**src/rtl/pixel_pos.sv**
```systemverilog
// Serpentine pixel-position generator: walks a latched frame row by row, going right
// on even rows and left on odd rows, with one downward step at each row end.
module pixel_pos #(
  parameter int X_MAX = 300,
  parameter int Y_MAX = 300,
  localparam int XW = $clog2(X_MAX),
  localparam int YW = $clog2(Y_MAX)
) (
  input  logic          clk,
  input  logic          n_rst,
  input  logic          update_pos,
  input  logic          new_trans,
  input  logic [XW-1:0] max_x,
  input  logic [YW-1:0] max_y,
  output logic          end_pos,
  output logic [1:0]    next_dir,
  output logic [XW-1:0] curr_x,
  output logic [YW-1:0] curr_y,
  output logic [1:0]    dbg_state
);

  typedef enum logic [1:0] {
    S_IDLE = 2'b00,
    S_SCAN = 2'b01,
    S_DONE = 2'b10
  } state_t;

  localparam logic [1:0] DIR_RIGHT = 2'b00;
  localparam logic [1:0] DIR_LEFT  = 2'b01;
  localparam logic [1:0] DIR_DOWN  = 2'b10;

  state_t        r_state;
  logic [XW-1:0] r_x;
  logic [YW-1:0] r_y;
  logic [XW-1:0] r_mx_m1;
  logic [YW-1:0] r_my_m1;
  logic          r_end_pos;

  logic [XW-1:0] w_mx_m1_in;
  logic [YW-1:0] w_my_m1_in;
  logic          w_one_pixel;
  logic [1:0]    w_dir;
  logic [XW-1:0] w_nx;
  logic [YW-1:0] w_ny;
  logic [XW-1:0] w_last_x;
  logic          w_hit_last;

  // A zero dimension is treated as one, so the stored "size minus one" floors at 0.
  assign w_mx_m1_in  = (max_x == '0) ? '0 : max_x - XW'(1);
  assign w_my_m1_in  = (max_y == '0) ? '0 : max_y - YW'(1);
  assign w_one_pixel = (w_mx_m1_in == '0) && (w_my_m1_in == '0);

  always_comb begin
    w_dir = DIR_RIGHT;
    if (r_state == S_SCAN) begin
      if (!r_y[0] && (r_x < r_mx_m1))
        w_dir = DIR_RIGHT;
      else if (r_y[0] && (r_x != '0))
        w_dir = DIR_LEFT;
      else
        w_dir = DIR_DOWN;
    end
  end

  always_comb begin
    w_nx = r_x;
    w_ny = r_y;
    case (w_dir)
      DIR_RIGHT: w_nx = r_x + XW'(1);
      DIR_LEFT:  w_nx = r_x - XW'(1);
      default:   w_ny = r_y + YW'(1);
    endcase
  end

  // The final row ends on the right edge if it is even, on the left edge if odd.
  assign w_last_x   = r_my_m1[0] ? '0 : r_mx_m1;
  assign w_hit_last = (w_nx == w_last_x) && (w_ny == r_my_m1);

  // update_pos is a level strobe: every edge it is high during SCAN makes one move;
  // new_trans wins over update_pos in the same cycle.
  always_ff @(posedge clk or negedge n_rst) begin
    if (!n_rst) begin
      r_state   <= S_IDLE;
      r_x       <= '0;
      r_y       <= '0;
      r_mx_m1   <= '0;
      r_my_m1   <= '0;
      r_end_pos <= 1'b0;
    end else if (new_trans) begin
      r_mx_m1   <= w_mx_m1_in;
      r_my_m1   <= w_my_m1_in;
      r_x       <= '0;
      r_y       <= '0;
      r_state   <= w_one_pixel ? S_DONE : S_SCAN;
      r_end_pos <= w_one_pixel;
    end else if ((r_state == S_SCAN) && update_pos) begin
      r_x <= w_nx;
      r_y <= w_ny;
      if (w_hit_last) begin
        r_state   <= S_DONE;
        r_end_pos <= 1'b1;
      end
    end
  end

  assign end_pos   = r_end_pos;
  assign next_dir  = w_dir;
  assign curr_x    = r_x;
  assign curr_y    = r_y;
  assign dbg_state = r_state;

endmodule

```
**config.mk**
```make
export PLATFORM = sky130hd
export DESIGN_NAME = pixel_pos
export DESIGN_NICKNAME = d
export VERILOG_FILES = /design/src/rtl/pixel_pos.sv
export SDC_FILE = /design/constraint.sdc
export NUM_CORES = 1
export LEC_CHECK = 0
export ABC_AREA = 1
export ABC_CLOCK_PERIOD_IN_PS = 9200
export CORE_ASPECT_RATIO = 2
export CORE_MARGIN = 3
export CORE_UTILIZATION = 40
export CTS_BUF_LIST = sky130_fd_sc_hd__clkbuf_8 sky130_fd_sc_hd__clkbuf_16
export DETAILED_ROUTE_END_ITERATION = 12
export GPL_TIMING_DRIVEN = 0
export PLACE_DENSITY = 0.66
export SLEW_MARGIN = 20
export SYNTH_ARGS = -nofsm -noshare
export SYNTH_HDL_FRONTEND = slang
export SYNTH_SLANG_ARGS = --single-unit
```
**constraint.sdc**
```tcl
create_clock -name clk -period 9.2 [get_ports clk]
set_clock_uncertainty 0.2 [all_clocks]
set_input_delay 0.92 -clock clk [delete_from_list [all_inputs] [get_ports clk]]
set_output_delay 0.92 -clock clk [all_outputs]
set_load 0.005 [all_outputs]
```
### After elaboration in Yosys (flattened, before gate mapping)

Cells that the tools add are included.

* bits in registers: 39
* output and inout port bits: 23

* $add $sub $neg: 5
* magnitude comparators: 1
* equality and inequality tests: 4
* multiplexer cells: 19
* reductions and logical operators: 16

Operators with widths (count)
* 2-to-1 mux 9 bit: 8
* logical NOT 9 bit: 4
* subtractor 9 x 1 -> 9 bit, second input constant: 3
* adder 9 x 1 -> 9 bit, second input constant: 2
* == test 9 bit: 2
* case mux 9 bit (2 select lines): 1
* 2-to-1 mux 2 bit: 7
* less-than comparator 9 bit: 1
* nonzero test 9 bit: 1
* logical AND 1 bit: 5
* == test 2 x 1 -> 1 bit, second input constant: 2
* nonzero test 2 bit: 2
* 2-to-1 mux 1 bit: 3
* logical NOT 2 bit: 1
* AND reduction 2 bit: 1
* OR reduction 2 bit: 1
* logical NOT 1 bit: 1

### Depth between registers and ports, before layout

* depth in word-level cells: 13
* mapped depth: 27
* gate-level depth less buffers: 27

### Least setup slack after synthesis

Ideal clock, no wire load.

* kind: register -> register
* from: reg r_x[1], in the netlist curr_x[1]
* to: reg r_state[1], in the netlist dbg_state[1]
* library setup time: 0.117 ns
* arrival: 2.738 ns
* required time: 8.883 ns
* path slack: 6.145 ns
* cell stages (with the launch flop): 28
* buffers on the path: 0
* clock period less this slack: 3.055 ns
* path through: dfrtp_1 inv_1 nand2_1 nor2_1 nand2_1 nand2_1 nor2_1 ha_1 a21oi_1 nand2_1 nand2_1 nand2_1 nand2_1 nand2_1 nand2_2 nand2_1 nand2_1 nand2_1 clkinv_1 nand2_1 nor2_1 nand2_1 nor2_1 nand2_1 nand2_1 nand2_1 nand2_1 nand2_1

* longest elaborated chain between the ends: 12

Ends and longest elaborated chain
* from (decl): line 33 `logic [XW-1:0] r_x;`
* from (signal assigned): line 97 `r_x <= w_nx;`
* parallel branches: the longest is 9 deep, another holds less-than comparator 9 bit
* logical AND 1 bit *: line 77 `assign w_hit_last = (w_nx == w_last_x) && (w_ny == r_my_m1);`
* nonzero test 2 bit (no line) *
* AND reduction 2 bit (no line) *
* to (signal assigned): line 94 `r_state <= w_one_pixel ? S_DONE : S_SCAN;`
* to (decl): line 32 `state_t r_state;`

Mark *: on every way between the ends.
A chain may end at the register's enable or synchronous reset.

### Final worst setup path

Ends and elaborated chain as after synthesis.

==> results.rst <==
.. list-table::
   :header-rows: 1

   * - Metric
     - Value
   * - Post-route antenna net violation count
     - 0
   * - H-tree levels
     - 2
   * - Arr. time, crit path
     - 3.74 ns
   * - List of most frequent post-synthesis cells
     - sky130_fd_sc_hd__nand2_1 (176), sky130_fd_sc_hd__inv_1 (76), sky130_fd_sc_hd__nand3_1 (53)
   * - CTS sink cnt
     - 38
   * - Largest net degree at the start of global routing
     - 33
   * - Leakage power of the design
     - 2.06 nW
   * - Required time reported for the critical path endpoint
     - 9.18 ns
   * - Number of cell instances on the worst register-to-register path
     - 27
   * - Critical path type
     - register to register
   * - Global Route met2 Usage
     - about two fifths
   * - Height of the chip
     - between 100 and 150 µm
   * - Setup_tns
     - 0 ns
   * - Prevailing post-synth register cell
     - sky130_fd_sc_hd__dfrtp_1
   * - Synth warn
     - 0
   * - GR Util All Layers
     - between 10% and 20%
   * - Number of top-level design ports
     - between 40 and 50
   * - RR Endpoint
     - dbg_state[1]
   * - Port Buffer Count
     - 44
   * - Final number of max-transition violations
     - 0
   * - Total grt overflow
     - 0
   * - Post-layout minimum cycle time
     - about 3.8 ns
   * - Total chip power
     - 507 µW
   * - Final count of negative-setup-slack endpoints
     - 0
   * - Via total after detailed routing
     - around 3500
   * - Share of post-route cells with drive strength above 1
     - around 5%
   * - Synth top area share
     - 29.0%
   * - Fraction of met3 tracks used by global routing
     - around 1.8%
   * - Violation count after the first detailed-routing iteration
     - roughly 210
   * - Synthesized instance count
     - 521
   * - CTS Buffer Depth
     - 2
   * - Number of buffers inserted by hold repair at cts
     - 0
   * - Vias per cell
     - between 5 and 6
   * - Reg-to-reg startpoint
     - curr_x[1]
   * - Clock Latency Late Sink
     - approximately 0.29 ns
   * - Cell at the root of the clock tree
     - sky130_fd_sc_hd__clkbuf_16
   * - Post-synth net total
     - around 560
   * - Placer's final routability congestion estimate
     - slightly below 0.9
   * - Area of the core
     - 0.00794 mm²
   * - TritonCTS clock tree
     - yes
   * - Number of hold-slack violations in the final timing report
     - 0
   * - Post-CTS Setup Repair Bufs
     - 0
   * - Worst Slack Setup Final
     - 5.44 ns
   * - Critical path startpoint category
     - register
   * - Crit end category
     - register
   * - Max Clk Rate
     - 266 MHz
   * - Leading cell types by total area after synthesis
     - sky130_fd_sc_hd__dfrtp_1 (29%), sky130_fd_sc_hd__nand2_1 (20%), sky130_fd_sc_hd__inv_1 (8.7%)
   * - Final Cycle Share
     - between 40% and 50%
   * - Met1 track utilization from global routing
     - between 10% and 20%
   * - Number of antenna violations at the first check in global routing
     - 0
   * - Normalized max-slew margin
     - a little under three fifths
   * - Count of maximum capacitance violations
     - 0
   * - Average size of a mapped cell
     - ~6.3 µm²
   * - Count of state elements after synthesis
     - 38
   * - Die W
     - between 60 and 70 µm
   * - Estimated wirelength of the detail-placed design
     - 7.32 mm
   * - Unique masters post-synth
     - 31
   * - Post-synthesis instance area
     - roughly 0.0033 mm²
   * - Routed wire per std cell
     - ~14 µm
   * - RSZ-0062 raised after global routing
     - no
   * - Total Die Area
     - 0.00938 mm²
   * - Peak VDD IR
     - a little under 0.00007 V
   * - Setup WS pre-CTS
     - 5.45 ns
   * - Global-route wire length before repair
     - ~15 mm
   * - Library cell with the highest instance count after synthesis
     - sky130_fd_sc_hd__nand2_1
   * - Core Rows
     - 46
   * - Run status
     - finished, final reports clean
   * - Resized cells post-CTS
     - 0
   * - Minimum setup slack among reg-to-reg paths
     - approximately 5.4 ns
   * - Router iterations before antenna repair
     - 7
   * - NumNets Final
     - between 600 and 700
   * - Asr flop ratio synth
     - 100%
   * - Inserted Diodes
     - 0
   * - Final core area utilization
     - between 50% and 60%
   * - Register clock-pin slew on the reported worst setup and hold paths
     - ~0.06 ns
   * - Count of flip-flops with a built-in enable after synthesis
     - 0
   * - Post-synth top area cell
     - sky130_fd_sc_hd__dfrtp_1
   * - Number of DRC violations after detailed routing
     - 0
   * - Highest net fanout along the worst path
     - 8
   * - Wire length after detailed routing
     - roughly 9.0 mm
   * - TritonCTS Buffers
     - 5
   * - Path type of the worst min-delay path
     - input pin to asynchronous set/reset pin
   * - Sequential fraction of the synthesis area
     - 29.0%
   * - Relative area change from synthesis to final layout
     - 22.7%
   * - Power density relative to cell area
     - roughly 130 mW/mm²
   * - Global-route layer with the greatest usage
     - met2
   * - Number of global-route vias before repair
     - 3395
   * - Initial Utilization
     - 41.2%
   * - Transition time at the pin with the least slew margin
     - approximately 0.66 ns
## worst max path at each step
stage                         start           end  slack (ns)  cells past startpoint
after CTS                 curr_x[1]  dbg_state[0]        5.39                     27
after floorplan           curr_x[1]  dbg_state[1]        6.15                     27
after global placement    curr_x[1]  dbg_state[0]        5.48                     23
after detailed placement  curr_x[1]  dbg_state[0]        5.45                     23
final                     curr_x[1]  dbg_state[1]        5.44                     27
after global routing      curr_x[1]  dbg_state[0]        4.95                     27
## per-layer routing
layer / wire length, µm / part of all wire [%] / vias up
met1: 3240 / 36 / 1574
met5: 0 / 0 / -
met3: 272 / 3.0 / 34
met4: 558 / 6.2 / 0
met2: 4970 / 55 / 100
li1: - / - / 1780
## placed cells by master (no fill, tap or decap)
cell / instances
sky130_fd_sc_hd__a31oi_1: 1
sky130_fd_sc_hd__o22ai_1: 14
sky130_fd_sc_hd__nand3_1: 53
sky130_fd_sc_hd__inv_2: 5
sky130_fd_sc_hd__fa_1: 1
sky130_fd_sc_hd__bufinv_16: 1
sky130_fd_sc_hd__buf_2: 3
sky130_fd_sc_hd__nor2_2: 1
sky130_fd_sc_hd__xor2_1: 11
sky130_fd_sc_hd__o21ai_1: 1
sky130_fd_sc_hd__clkdlybuf4s50_1: 43
sky130_fd_sc_hd__buf_6: 1
sky130_fd_sc_hd__nand4_1: 8
sky130_fd_sc_hd__nand2_2: 3
sky130_fd_sc_hd__inv_1: 77
sky130_fd_sc_hd__nand3b_1: 6
sky130_fd_sc_hd__a21oi_1: 9
sky130_fd_sc_hd__or2_2: 3
sky130_fd_sc_hd__o21bai_1: 1
sky130_fd_sc_hd__o21ai_0: 28
sky130_fd_sc_hd__nand3_4: 1
sky130_fd_sc_hd__dfrtp_1: 38
sky130_fd_sc_hd__ha_1: 18
sky130_fd_sc_hd__o211ai_1: 1
sky130_fd_sc_hd__xnor2_1: 1
sky130_fd_sc_hd__clkbuf_16: 5
sky130_fd_sc_hd__clkbuf_1: 8
sky130_fd_sc_hd__buf_12: 1
sky130_fd_sc_hd__nand2_1: 176
sky130_fd_sc_hd__a21oi_4: 1
sky130_fd_sc_hd__nor2_1: 41
sky130_fd_sc_hd__clkinvlp_4: 1
sky130_fd_sc_hd__nor3_1: 6
sky130_fd_sc_hd__buf_4: 2
sky130_fd_sc_hd__nor4_1: 3
sky130_fd_sc_hd__clkinv_1: 1
## area by class of cell
class                           count  area [µm²]
Fill cell                         815        3930
Sequential cell                    38         951
Tap cell                           96         120
Multi-Input combinational cell    388        1950
Clock buffer                        5         125
Clock inverter                      3        41.3
Timing Repair Buffer               45         455
Inverter                           82         308
Buffer                             13        66.3
## worst max-delay path, stage by stage (launching register included)
cell and delay (ns):
sky130_fd_sc_hd__dfrtp_1 0.48, sky130_fd_sc_hd__inv_1 0.15, sky130_fd_sc_hd__nand2_1 0.09, sky130_fd_sc_hd__nor2_1 0.04, sky130_fd_sc_hd__nand2_1 0.13, sky130_fd_sc_hd__nand2_1 0.12
sky130_fd_sc_hd__nor2_1 0.54, sky130_fd_sc_hd__ha_1 0.42, sky130_fd_sc_hd__a21oi_1 0.16, sky130_fd_sc_hd__nand2_1 0.12, sky130_fd_sc_hd__nand2_1 0.11, sky130_fd_sc_hd__nand2_1 0.05
sky130_fd_sc_hd__nand2_1 0.05, sky130_fd_sc_hd__nand2_1 0.06, sky130_fd_sc_hd__nand2_2 0.08, sky130_fd_sc_hd__nand2_1 0.08, sky130_fd_sc_hd__nand2_1 0.08, sky130_fd_sc_hd__nand2_1 0.06
sky130_fd_sc_hd__clkinv_1 0.04, sky130_fd_sc_hd__nand2_1 0.04, sky130_fd_sc_hd__nor2_1 0.08, sky130_fd_sc_hd__nand2_1 0.06, sky130_fd_sc_hd__nor2_1 0.09, sky130_fd_sc_hd__nand2_1 0.05
sky130_fd_sc_hd__nand2_1 0.08, sky130_fd_sc_hd__nand2_1 0.08, sky130_fd_sc_hd__nand2_1 0.07, sky130_fd_sc_hd__nand2_1 0.05
## through the flow
step	hold WS, ns	cell area (µm²)	std cells
6_report	0.266	4020	670
3_3_place_gp	0.271	3840	661
2_1_floorplan	0.253	3280	521
3_5_place_dp	0.278	3850	662
4_1_cts	0.267	4020	670
5_1_grt	0.270	4020	670
## logic make-up after synthesis
| group | after synthesis | share of synthesized area [%] |
|---|---|---|
| xor gates and xnor gates | 12 | 3.21 |
| buffers and inverters | 95 | 11.4 |
| AOI/OAI and AO/OA | 56 | 9.63 |
| and+or+nand+nor | 301 | 39.2 |
| adders and majority gates | 19 | 7.49 |
| DFF | 38 | 29.0 |
## registers in the layout, summed over array words and instances, names as in the netlist
signal     cells
curr_x         9
r_mx_m1        9
r_my_m1        9
dbg_state      2
curr_y         9
## where the power goes
group / switching, mW / leakage [nW] / internal [mW]
clock network: 0.0713 / 0.0812 / 0.127
logic: 0.0745 / 1.48 / 0.0476
registers: 0.00879 / 0.492 / 0.178
Power figures use the tool's default switching activity.
==> RTL change (config.mk and constraints unchanged) <==
Set the parameter `X_MAX` to 150 (it was 300).
--- a/src/rtl/pixel_pos.sv
+++ b/src/rtl/pixel_pos.sv
@@ -1,7 +1,7 @@
 // Serpentine pixel-position generator: walks a latched frame row by row, going right
 // on even rows and left on odd rows, with one downward step at each row end.
 module pixel_pos #(
-  parameter int X_MAX = 300,
+  parameter int X_MAX = 150,
   parameter int Y_MAX = 300,
   localparam int XW = $clog2(X_MAX),
   localparam int YW = $clog2(Y_MAX)
Interface: changed (resized curr_x and max_x); port bits go from 45 to 43. The function was not compared with the original's and may differ.
==> RTL change against the unedited design <==
Cell area down 4.7%; count of clock-buffer cells in the layout up 2; setup slack better by 0.27 ns; sequential cell count down 2; non-clock buffer count down 3; synthesized area down 4.7%; routed wire length down 3.5%; total power down 11%; highest routed layer unchanged.
==> RTL change: results (changes against the unedited design) <==
- Run status: finished, final reports clean
- Wire length of the first global-routing pass: 14100 um (-5.8%)
- Number of search-and-repair iterations in the first detailed-routing pass: 4 (-3)
- Violation count after the first detailed-route iteration: 171 (-19%)
- Global-route usage over all layers: 21.1% (+1.2 points)
- Proportion of register bits with asynchronous set or reset after synthesis: 100% (unchanged)
- CP Data Arrival Time: 2.37 ns (-1.37 ns)
- Insertion delay to the later sink of the worst-skew pair: 0.29 ns (about the same)
- Fraction of layout instances using a drive strength above 1: 8.41% (+3.5 points)
- Final weighted congestion in routability-driven placement: 0.914 (+2.9%)
- Pin count of the biggest net entering global routing: 27 (-18%)
- Kind of critical path: reg -> out
- Leakage: 1.97 nW (-4.4%)
- DR WL/cell: 14.2 um (+4.8%)
- Register-to-Register Setup Slack: 5.87 ns (+0.43 ns)
- Terminating pin of the worst hold path: r_mx_m1[4]
- CTS clk-pin slew, worst paths: 0.06 ns (about the same)
- Number of vias in the routed layout: 3203 (-8.2%)
- Place WS: 5.73 ns (+0.273 ns)
- Number of nets in the final layout: 561 (-8.6%)
- Source of the worst register-to-register timing path: curr_x[1]
- Sequential share of the synthesized area: 28.9% (-0.17 points)
- Post-synth net total: 511 (-9.1%)
- Worst Min Path Start: r_mx_m1[4]
- Count of filler cells inserted in the layout: 787 (-3.4%)
- Top cells by area in the synthesized netlist: sky130_fd_sc_hd__dfrtp_1 29%, sky130_fd_sc_hd__nand2_1 16%, sky130_fd_sc_hd__nand3_1 9.3%, sky130_fd_sc_hd__inv_1 8.1%, sky130_fd_sc_hd__ha_1 6.4%
- Ranking of synthesized cells by instance count: 136 x sky130_fd_sc_hd__nand2_1, 67 x sky130_fd_sc_hd__inv_1, 58 x sky130_fd_sc_hd__nand3_1
- Worst Reg2Reg Path Length in Cells: 20 (-26%)
- HPWL after detailed placement: 7020 um (-4.1%)
- Worst min path class: reg -> reg
- Worst VDD drop: 0.0938 mV (+35%)
- Worst path max stage delay: 0.52 ns (-0.02 ns)
- Number of antenna violations at the first check in global routing: 0 (unchanged)
- Antenna cells: 0 (unchanged)
- Transition time at the pin with the least slew margin: 0.635 ns (-0.0271 ns)
- Highest fanout seen on the critical path: 10 (+2)
- Worst-case clock buffer depth: 2 (unchanged)
- Count of port buffers added during placement: 42 (-4.5%)
- CTS HTree Levels: 2 (unchanged)
- Peak Freq: 286 MHz (+7.8%)
- Via count of the first global-routing pass: 3082 (-9.2%)
- Distinct cells, synth: 35 (+13%)
- Hold Slack: 0.282 ns (+0.0163 ns)
- Worst path slowest cell: sky130_fd_sc_hd__clkdlybuf4s50_1
==> RTL change: cell count changes after synthesis, moves of 5 or more <==
cell and change:
sky130_fd_sc_hd__o21ai_0 -5, sky130_fd_sc_hd__nor2_1 -6, sky130_fd_sc_hd__inv_1 -9, sky130_fd_sc_hd__nand2_1 -40, sky130_fd_sc_hd__nand3_1 +5
==> RTL change: where the power goes <==
part	internal (mW)	switching [mW]
clock	0.114	0.0665
combinational	0.0373	0.0584
sequential	0.168	0.00732
==> RTL change: worst max-delay path by stage <==
stage               from      endpoint  cells past startpoint
3_5_place_dp    max_y[0]  dbg_state[0]                     12
3_3_place_gp    max_y[0]  dbg_state[0]                     12
4_1_cts        curr_x[5]   next_dir[1]                      8
2_1_floorplan  curr_x[0]  dbg_state[1]                     20
5_1_grt        curr_x[1]  dbg_state[0]                     25
6_report       curr_x[5]   next_dir[1]                      8
==> RTL change: kinds of logic (layout without fill, tap and decap cells) <==
logic type | Yosys count | count (layout) | share of synthesized area, %
AND/OR/NAND/NOR | 275 | 275 | 41.0
AO/OA/AOI/OAI | 49 | 49 | 8.70
buffers and inverters | 83 | 133 | 10.7
XOR/XNOR | 13 | 13 | 3.65
adder cells (fa/ha/maj) | 17 | 17 | 7.05
flip-flops | 36 | 36 | 28.9
==> RTL change: routing by layer <==
metal	share of wire (%)	GRT usage [%]	vias up
li1	-	-	1626
met1	37	21.8	1444
met2	54	37.5	99
met3	3.3	2.22	34
met4	6.2	15.5	0
met5	0	0	-
==> RTL change: stage by stage <==
step	cells	instance area [sq um]	utilization, %
4_1_cts	617	3830	50.4
5_1_grt	617	3830	50.4
3_3_place_gp	609	3660	48.1
6_report	617	3830	50.4
3_5_place_dp	610	3670	48.3
2_1_floorplan	473	3120	-
==> RTL change: worst max-delay path: cells and delay by family (launching register included) <==
family	cells	cell delay, ns
AND/OR/NAND/NOR	4	0.54
buffers and inverters	3	0.71
adder cells (fa/ha/maj)	1	0.35
flip-flops	1	0.47
==> RTL change: cell type report <==
class	count	area, sq um	share of cell area [%]
repair buffers	43	435	11.4
flip-flops and latches	36	901	23.5
inverters	71	267	6.96
well taps	94	118	3.07
plain buffers	12	67.6	1.77
multi-input cells	354	1890	49.3
clock buffers	7	153	3.99
